--- config.mk ---
export PLATFORM = sky130hd
export DESIGN_NAME = fu_jump_pipe
export DESIGN_NICKNAME = d
export VERILOG_FILES = /design/src/rtl/fu_jump_pipe.sv
export SDC_FILE = /design/constraint.sdc
export NUM_CORES = 1
export LEC_CHECK = 0
export BUFFER_PORTS_ARGS = -buffer_cell sky130_fd_sc_hd__buf_2
export CORE_MARGIN = 3
export CORE_UTILIZATION = 45
export DETAILED_ROUTE_END_ITERATION = 16
export PLACE_DENSITY = 0.71
export SYNTH_ARGS = -nofsm -noshare
export SYNTH_HDL_FRONTEND = slang
export SYNTH_SLANG_ARGS = --single-unit
--- constraint.sdc ---
create_clock -name clk -period 4.3 [get_ports clk]
set_input_delay 0.43 -clock clk [delete_from_list [all_inputs] [get_ports clk]]
set_output_delay 0.43 -clock clk [all_outputs]
set_load 0.005 [all_outputs]
--- src/rtl/fu_jump_pipe.sv ---
// Branch/JAL/JALR functional unit: captures one issue, resolves direction,
// target, link value and mispredict after LATENCY cycles, tagged on completion.
module fu_jump_pipe #(
  parameter int XLEN        = 32,
  parameter int LATENCY     = 1,
  parameter int TAG_W       = 4,
  parameter int ALIGN_CHECK = 1
) (
  input  logic             clk,
  input  logic             rst,
  input  logic             EN,
  output logic             ready,
  input  logic             JALR,
  input  logic [2:0]       cmp_ctrl,
  input  logic [XLEN-1:0]  rs1_data,
  input  logic [XLEN-1:0]  rs2_data,
  input  logic [XLEN-1:0]  imm,
  input  logic [XLEN-1:0]  PC,
  input  logic             pred_taken,
  input  logic [XLEN-1:0]  pred_target,
  input  logic [TAG_W-1:0] tag_in,
  output logic             done,
  output logic [TAG_W-1:0] tag_out,
  output logic             cmp_res,
  output logic             taken,
  output logic [XLEN-1:0]  PC_jump,
  output logic [XLEN-1:0]  PC_wb,
  output logic             misalign,
  output logic             redirect
);

  localparam logic [2:0] CNT_LOAD = 3'(LATENCY - 1);
  localparam logic       ALIGN_EN = (ALIGN_CHECK != 0);

  logic             busy_q, busy_d;
  logic [2:0]       cnt_q, cnt_d;
  logic             jalr_q, jalr_d;
  logic [2:0]       cmp_q, cmp_d;
  logic [XLEN-1:0]  rs1_q, rs1_d;
  logic [XLEN-1:0]  rs2_q, rs2_d;
  logic [XLEN-1:0]  imm_q, imm_d;
  logic [XLEN-1:0]  pc_q, pc_d;
  logic             pred_taken_q, pred_taken_d;
  logic [XLEN-1:0]  pred_target_q, pred_target_d;
  logic [TAG_W-1:0] tag_q, tag_d;

  logic             accept;
  logic [XLEN-1:0]  base;
  logic [XLEN-1:0]  sum;

  // A completing instruction frees the slot in the same cycle, so issues can run back-to-back.
  assign done   = busy_q & (cnt_q == 3'd0);
  assign ready  = ~busy_q | done;
  assign accept = EN & ready;

  // Next-state: capture on accepted issue, otherwise count down or retire.
  always_comb begin
    busy_d        = busy_q;
    cnt_d         = cnt_q;
    jalr_d        = jalr_q;
    cmp_d         = cmp_q;
    rs1_d         = rs1_q;
    rs2_d         = rs2_q;
    imm_d         = imm_q;
    pc_d          = pc_q;
    pred_taken_d  = pred_taken_q;
    pred_target_d = pred_target_q;
    tag_d         = tag_q;
    if (accept) begin
      busy_d        = 1'b1;
      cnt_d         = CNT_LOAD;
      jalr_d        = JALR;
      cmp_d         = cmp_ctrl;
      rs1_d         = rs1_data;
      rs2_d         = rs2_data;
      imm_d         = imm;
      pc_d          = PC;
      pred_taken_d  = pred_taken;
      pred_target_d = pred_target;
      tag_d         = tag_in;
    end else if (busy_q && (cnt_q != 3'd0)) begin
      cnt_d = cnt_q - 3'd1;
    end else begin
      busy_d = 1'b0;
    end
  end

  // State registers with synchronous reset.
  always_ff @(posedge clk) begin
    if (rst) begin
      busy_q        <= 1'b0;
      cnt_q         <= 3'd0;
      jalr_q        <= 1'b0;
      cmp_q         <= 3'd0;
      rs1_q         <= '0;
      rs2_q         <= '0;
      imm_q         <= '0;
      pc_q          <= '0;
      pred_taken_q  <= 1'b0;
      pred_target_q <= '0;
      tag_q         <= '0;
    end else begin
      busy_q        <= busy_d;
      cnt_q         <= cnt_d;
      jalr_q        <= jalr_d;
      cmp_q         <= cmp_d;
      rs1_q         <= rs1_d;
      rs2_q         <= rs2_d;
      imm_q         <= imm_d;
      pc_q          <= pc_d;
      pred_taken_q  <= pred_taken_d;
      pred_target_q <= pred_target_d;
      tag_q         <= tag_d;
    end
  end

  // Results are derived from the captured operands, so they hold between completions.
  always_comb begin
    base    = jalr_q ? rs1_q : pc_q;
    sum     = base + imm_q;
    PC_jump = sum;
    if (jalr_q) begin
      PC_jump[0] = 1'b0;
    end else begin
      PC_jump[0] = sum[0];
    end
    PC_wb = pc_q + XLEN'(4);
    case (cmp_q)
      3'b000:  cmp_res = 1'b0;
      3'b001:  cmp_res = (rs1_q == rs2_q);
      3'b010:  cmp_res = (rs1_q != rs2_q);
      3'b011:  cmp_res = ($signed(rs1_q) < $signed(rs2_q));
      3'b100:  cmp_res = (rs1_q < rs2_q);
      3'b101:  cmp_res = ($signed(rs1_q) >= $signed(rs2_q));
      3'b110:  cmp_res = (rs1_q >= rs2_q);
      3'b111:  cmp_res = 1'b1;
      default: cmp_res = 1'b0;
    endcase
    taken    = cmp_res;
    misalign = ALIGN_EN & taken & (PC_jump[1:0] != 2'b00);
    redirect = (taken != pred_taken_q) | (taken & (PC_jump != pred_target_q));
    tag_out  = tag_q;
  end

endmodule

After elaboration in Yosys (flattened, before gate mapping)
Index checks and enable logic that the tools add are counted.
Storage, ports and cells
  flip-flop bits (word level): 173
  bits in latches: 0
  RAM bits: 0
  bits in read-only memories: 0
  input port bits: 172
  word-level logic and storage cells: 48
  memories kept: 0
Operators by class
  add/sub/neg operators: 3
  multipliers: 0
  div/mod/pow operators: 0
  order comparisons: 4
  equality and inequality tests: 12
  shifts and indexed selects: 0
  multiplexer cells: 5
  bitwise logic cells: 7
  reduce and logical (&&, ||, !) cells: 6
Operators with widths (count)
  $ge A32 B32 Y1: 2
  $lt A32 B32 Y1: 2
  $ne A32 B32 Y1: 2
  $add A32 B3 Y32 const B: 1
  $add A32 B32 Y32: 1
  $eq A32 B32 Y1: 1
  $mux W32: 1
  $eq A3 B3 Y1 const B: 4
  $pmux W1 S8: 1
  $eq A3 B2 Y1 const B: 2
  $logic_not A3 Y1: 2
  $and A1 B1 Y1: 4
  $eq A3 B1 Y1 const B: 1
  $mux W1: 3
  $reduce_bool A3 Y1: 1
  $sub A3 B1 Y3 const B: 1
  $ne A2 B2 Y1 const B: 1
  $or A1 B1 Y1: 2
  $reduce_bool A2 Y1: 1
  $reduce_or A2 Y1: 1
  $logic_and A1 B1 Y1: 1
  $ne A1 B1 Y1: 1
  $not A1 Y1: 1

Depth between registers and ports, before layout
  word-level depth: 6
  depth in mapped cells: 15
  depth with buffers taken out: 12

Worst setup path before layout
OpenSTA, ideal clock, no wires.
  path kind: register to output
  start: register jalr_q
  end: output redirect
  data arrival time: 3.706 ns
  required time: 3.870 ns
  slack: 0.164 ns
  stages on the path, launching flop included: 15
  path buffers: 3
  cell sequence: dfxtp_1 -> buf_2 -> buf_1 -> mux2_2 -> ha_1 -> buf_4 -> a21o_2 -> a221oi_1 -> o221a_2 -> xnor2_2 -> o2bb2ai_1 -> or4_1 -> nor4_1 -> and4_1 -> a31oi_1
RTL lines
  from (decl): RTL line 37  | logic jalr_q, jalr_d;
  from (signal assigned): RTL line 105  | jalr_q <= jalr_d;
  $mux W32: RTL line 119  | base = jalr_q ? rs1_q : pc_q;
  $add A32 B32 Y32: RTL line 120  | sum = base + imm_q;
  named net PC_jump[12]: RTL line 26  | output logic [XLEN-1:0] PC_jump,
  $ne A32 B32 Y1: RTL line 141  | redirect = (taken != pred_taken_q) | (taken & (PC_jump != pred_target_q));
  $and A1 B1 Y1: RTL line 141
  $or A1 B1 Y1: RTL line 141
  to (decl): RTL line 29  | output logic redirect
The timed path passes the listed nets, and every way through them passes these cells.

Worst setup path in the final report
  start: register jalr_q
  end: output redirect
On the way
  cells in the longest elaborated chain, start to end: 6
RTL lines
  $mux W32: RTL line 119
  $add A32 B32 Y32: RTL line 120
  $mux W1: RTL line 122  | if (jalr_q) begin
  $ne A32 B32 Y1 *: RTL line 141
  $and A1 B1 Y1 *: RTL line 141
  $or A1 B1 Y1 *: RTL line 141
Mark *: on every way between the ends. The rest lies on a longest branch, timed or not.

==> results by group <==
Run status
  – Status: finished, violations left
  – Failing checks: setup timing

STA
  – Fmax achieved: 231 MHz
  – Slew at the pin with the worst max-slew slack: slightly above 800 ps
  – Fin. max-slew vios: 0
  – Slew HR: 45.4%
  – Period Utilization, post-route: 101%
  – Final Hold Fails: 0
  – RSZ-0062 raised after global routing: yes
  – Setup-failing EPs final: 1
  – Worst Skew: 16.8 ps
  – Tmin final: 4320 ps
  – Final WS setup: -24.7 ps

Worst hold path
  – WHS Path Cells: 3
  – Critical hold path startpoint: PC[27]
  – Min-Delay Path Class: in -> reg

Setup path
  – R2R Setup Slk: 1720 ps
  – Critical Path RT: 3870 ps
  – CP Max Fanout: 5
  – Worst path arrival time: ~3900 ps
  – CP startpoint: jalr_q
  – Worst r2r src: cnt_q[0]
  – Cells on worst reg2reg path: 8
  – Worst setup SP type: flop
  – CP Class: reg -> out
  – CP Capture Type: primary output

Global routing
  – Leftover overflow at the end of global routing: 0
  – Total GRT Usage: between 20% and 30%
  – Initial antenna violation count: 4
  – First-pass GRT wire length: 55000 um
  – Vias in the first global route: 10200
  – Largest net degree at the start of global routing: 110

Yosys
  – YS warnings: 0
  – Post-Synthesis Cells: ~1400
  – Seq/Total Area, Yosys: between 30% and 40%
  – Ys flop type: dfxtp_1
  – Cell Area, Synth: 10600 um2
  – Synth unique cells: 72
  – Yosys top cell by area: dfxtp_1
  – Synth top area share: 32.8%
  – Number of synthesized flops with an enable pin: 0
  – Top cells by area, synth: dfxtp_1 (33%), nand2_1 (14%), a21oi_1 (10%)
  – Syn nets: 1635
  – Mean post-synth cell area: 7.57 um2
  – Post-synth ARST share: 0%
  – FF+latch count, synth: 173

Drt
  – Post-Route WL: about 35000 um
  – Met3 wire len: 2140 um
  – M1 wire length: about 16000 um
  – Max layer used: met5
  – Drt first-iter violations: 895
  – DR DRC count: 0
  – Total number of vias: between 10000 and 15000
  – Routed len/inst: approximately 18 um
  – Antenna-violating nets left: 0
  – Vias per cell: 5.36
  – DR pass1 iterations: 5
  – Met2 wire length: 16300 um

Power and ir drop
  – IR Drop Worst-Case VDD: 0.285 mV
  – P_sw: 1.35 mW
  – Total power: 4.40 mW
  – P_leak: approximately 6.0 nW
  – PwrDens: 328 nW/um2
  – Comb power frac: 22.4%
  – Int Pwr: 3.04 mW
  – Switch share: a little under a third
  – Clock power frac: roughly 37%
  – Flop pwr share: 40.4%

Final layout
  – # fillers: 2176
  – Post-layout net count: 1886
  – Multi-input gate area in the final layout: approximately 6800 um2
  – Layout cell share with drive strength beyond 1: between 20% and 30%
  – N_diodes: 0
  – Commonest cells after routing, fill and taps aside: nand2_1 (388), buf_2 (244), a21oi_1 (211)
  – Storage element area: 3470 um2
  – Area growth, synth to finish: 26.8%
  – Commonest non-fill, non-tap cell in the layout: nand2_1

Placement
  – Worst slack at placement: 84.3 ps
  – Gp weighted congestion: between 0.9 and 1
  – I/O Buffers: 245
  – DP HPWL: 27000 um

CTS
  – CTS clk-pin slew, worst paths: 80 ps
  – Hold buffers post-CTS: 0
  – Clock tree root driver cell: clkbuf_16
  – Num CTS Buffers: 17
  – Num Clock Sinks: 173
  – CTS tree: built
  – Longest Clk Path Bufs: 2
  – Clk Latency, worst-skew pair: 440 ps
  – H-tree lvl count: 4

Floorplanning
  – I/O pin count: ~250
  – Cell Rows: 55
  – Area of the die: 25300 um2
  – Die Height: 159 um
  – Initial core utilization: a little under half
  – Core ar.: between 20000 and 25000 um2
  – Die width: 159 um

Run
  – Max-Cap Viols: 0
final timing paths:
kind                              endpoint
worst max register to register   imm_q[29]
worst min-delay path              pc_q[27]
worst max-delay path              redirect
worst min register to register  tag_out[3]
synth_stat cells, types with 4 or more instances:
library cell  instances
nand3_1              33
nand2_1             389
mux2_2               28
nor4_1                9
o211ai_1              8
nor2b_1               9
xnor3_1               9
xnor2_1              53
a211oi_1              9
o21a_1                6
a21o_1               14
ha_1                 66
clkbuf_1             65
and3_1               10
nor3_1               12
nor2_1               40
buf_2                 9
nand4_1              22
xor2_1               21
dfxtp_1             173
and2_1               10
buf_4                12
mux2i_1               6
xor3_1                4
a41oi_1               5
o21ai_0              28
a31oi_1              10
a21oi_1             215
inv_1                58
layer usage:
metal | GRT usage, % | vias up
met1 | 37.3 | 4966
met4 | 4.30 | 6
met5 | 0 | -
met3 | 4.68 | 21
met2 | 44.6 | 335
li1 | - | 5252
timing repair:
item	in CTS	in global routing
setup buffers	6	1
setup endpoints to repair	3	4
hold endpoints to repair	0	0
gates cloned	1	0
gates resized for setup	49	10
pin swaps	19	5
power groups by stage:
stage,Clock (mW),Combinational (mW),Sequential (mW)
floorplan,0,0.578,1.77
global placement,0,0.924,1.81
detailed placement,0,0.931,1.81
CTS,1.65,0.974,1.77
global route,1.72,1.09,1.79
finish,1.63,0.986,1.78
critical path, stage by stage, from the launching register on:
cell,delay [ps]
dfxtp_4,380
bufbuf_16,270
o21ai_0,200
ha_1,300
buf_4,180
nand2_1,190
a211oi_2,70
buf_4,150
nor3b_2,210
o21bai_1,130
a21o_1,230
a41oi_2,280
xnor3_1,280
nor4b_1,310
a31oi_1,140
buf_2,140
stage by stage:
stage	util [%]	TNS, ps	instances	cell area, um2	hold slack (ps)
after global routing	58.6	-252	1973	13400	212
after global placement	54.1	0	1933	12400	440
after floorplan	-	0	1396	10600	436
after CTS	58.4	0	1972	13300	205
after detailed placement	54.1	0	1933	12400	448
final	58.6	-24.7	1973	13400	218
state kept, by name, summed over array words and instances, names as in the netlist:
| name | count |
|---|---|
| rs2_q | 32 |
| tag_out | 4 |
| pred_taken_q | 1 |
| pred_target_q | 32 |
| jalr_q | 1 |
| imm_q | 32 |
| rs1_q | 32 |
| cnt_q | 3 |
| cmp_q | 3 |
| pc_q | 32 |
| busy_q | 1 |
cells by family after synthesis:
group / synth area share (%)
buffers and inverters: 5.76
AND/OR/NAND/NOR: 22.9
adder cells (fa/ha/maj): 8.01
XOR/XNOR: 9.11
multiplexers: 3.55
flip-flops: 32.8
AO/OA/AOI/OAI: 17.8
cell type report:
type	count	share of cell area, %
Clock buffer	18	3.20
Clock inverter	14	1.49
Inverter	58	1.63
Multi-Input combinational cell	1076	50.8
Sequential cell	173	25.9
Tap cell	313	2.92
Timing Repair Buffer	321	14.1
Note: power is estimated with default switching activity, not from simulation.
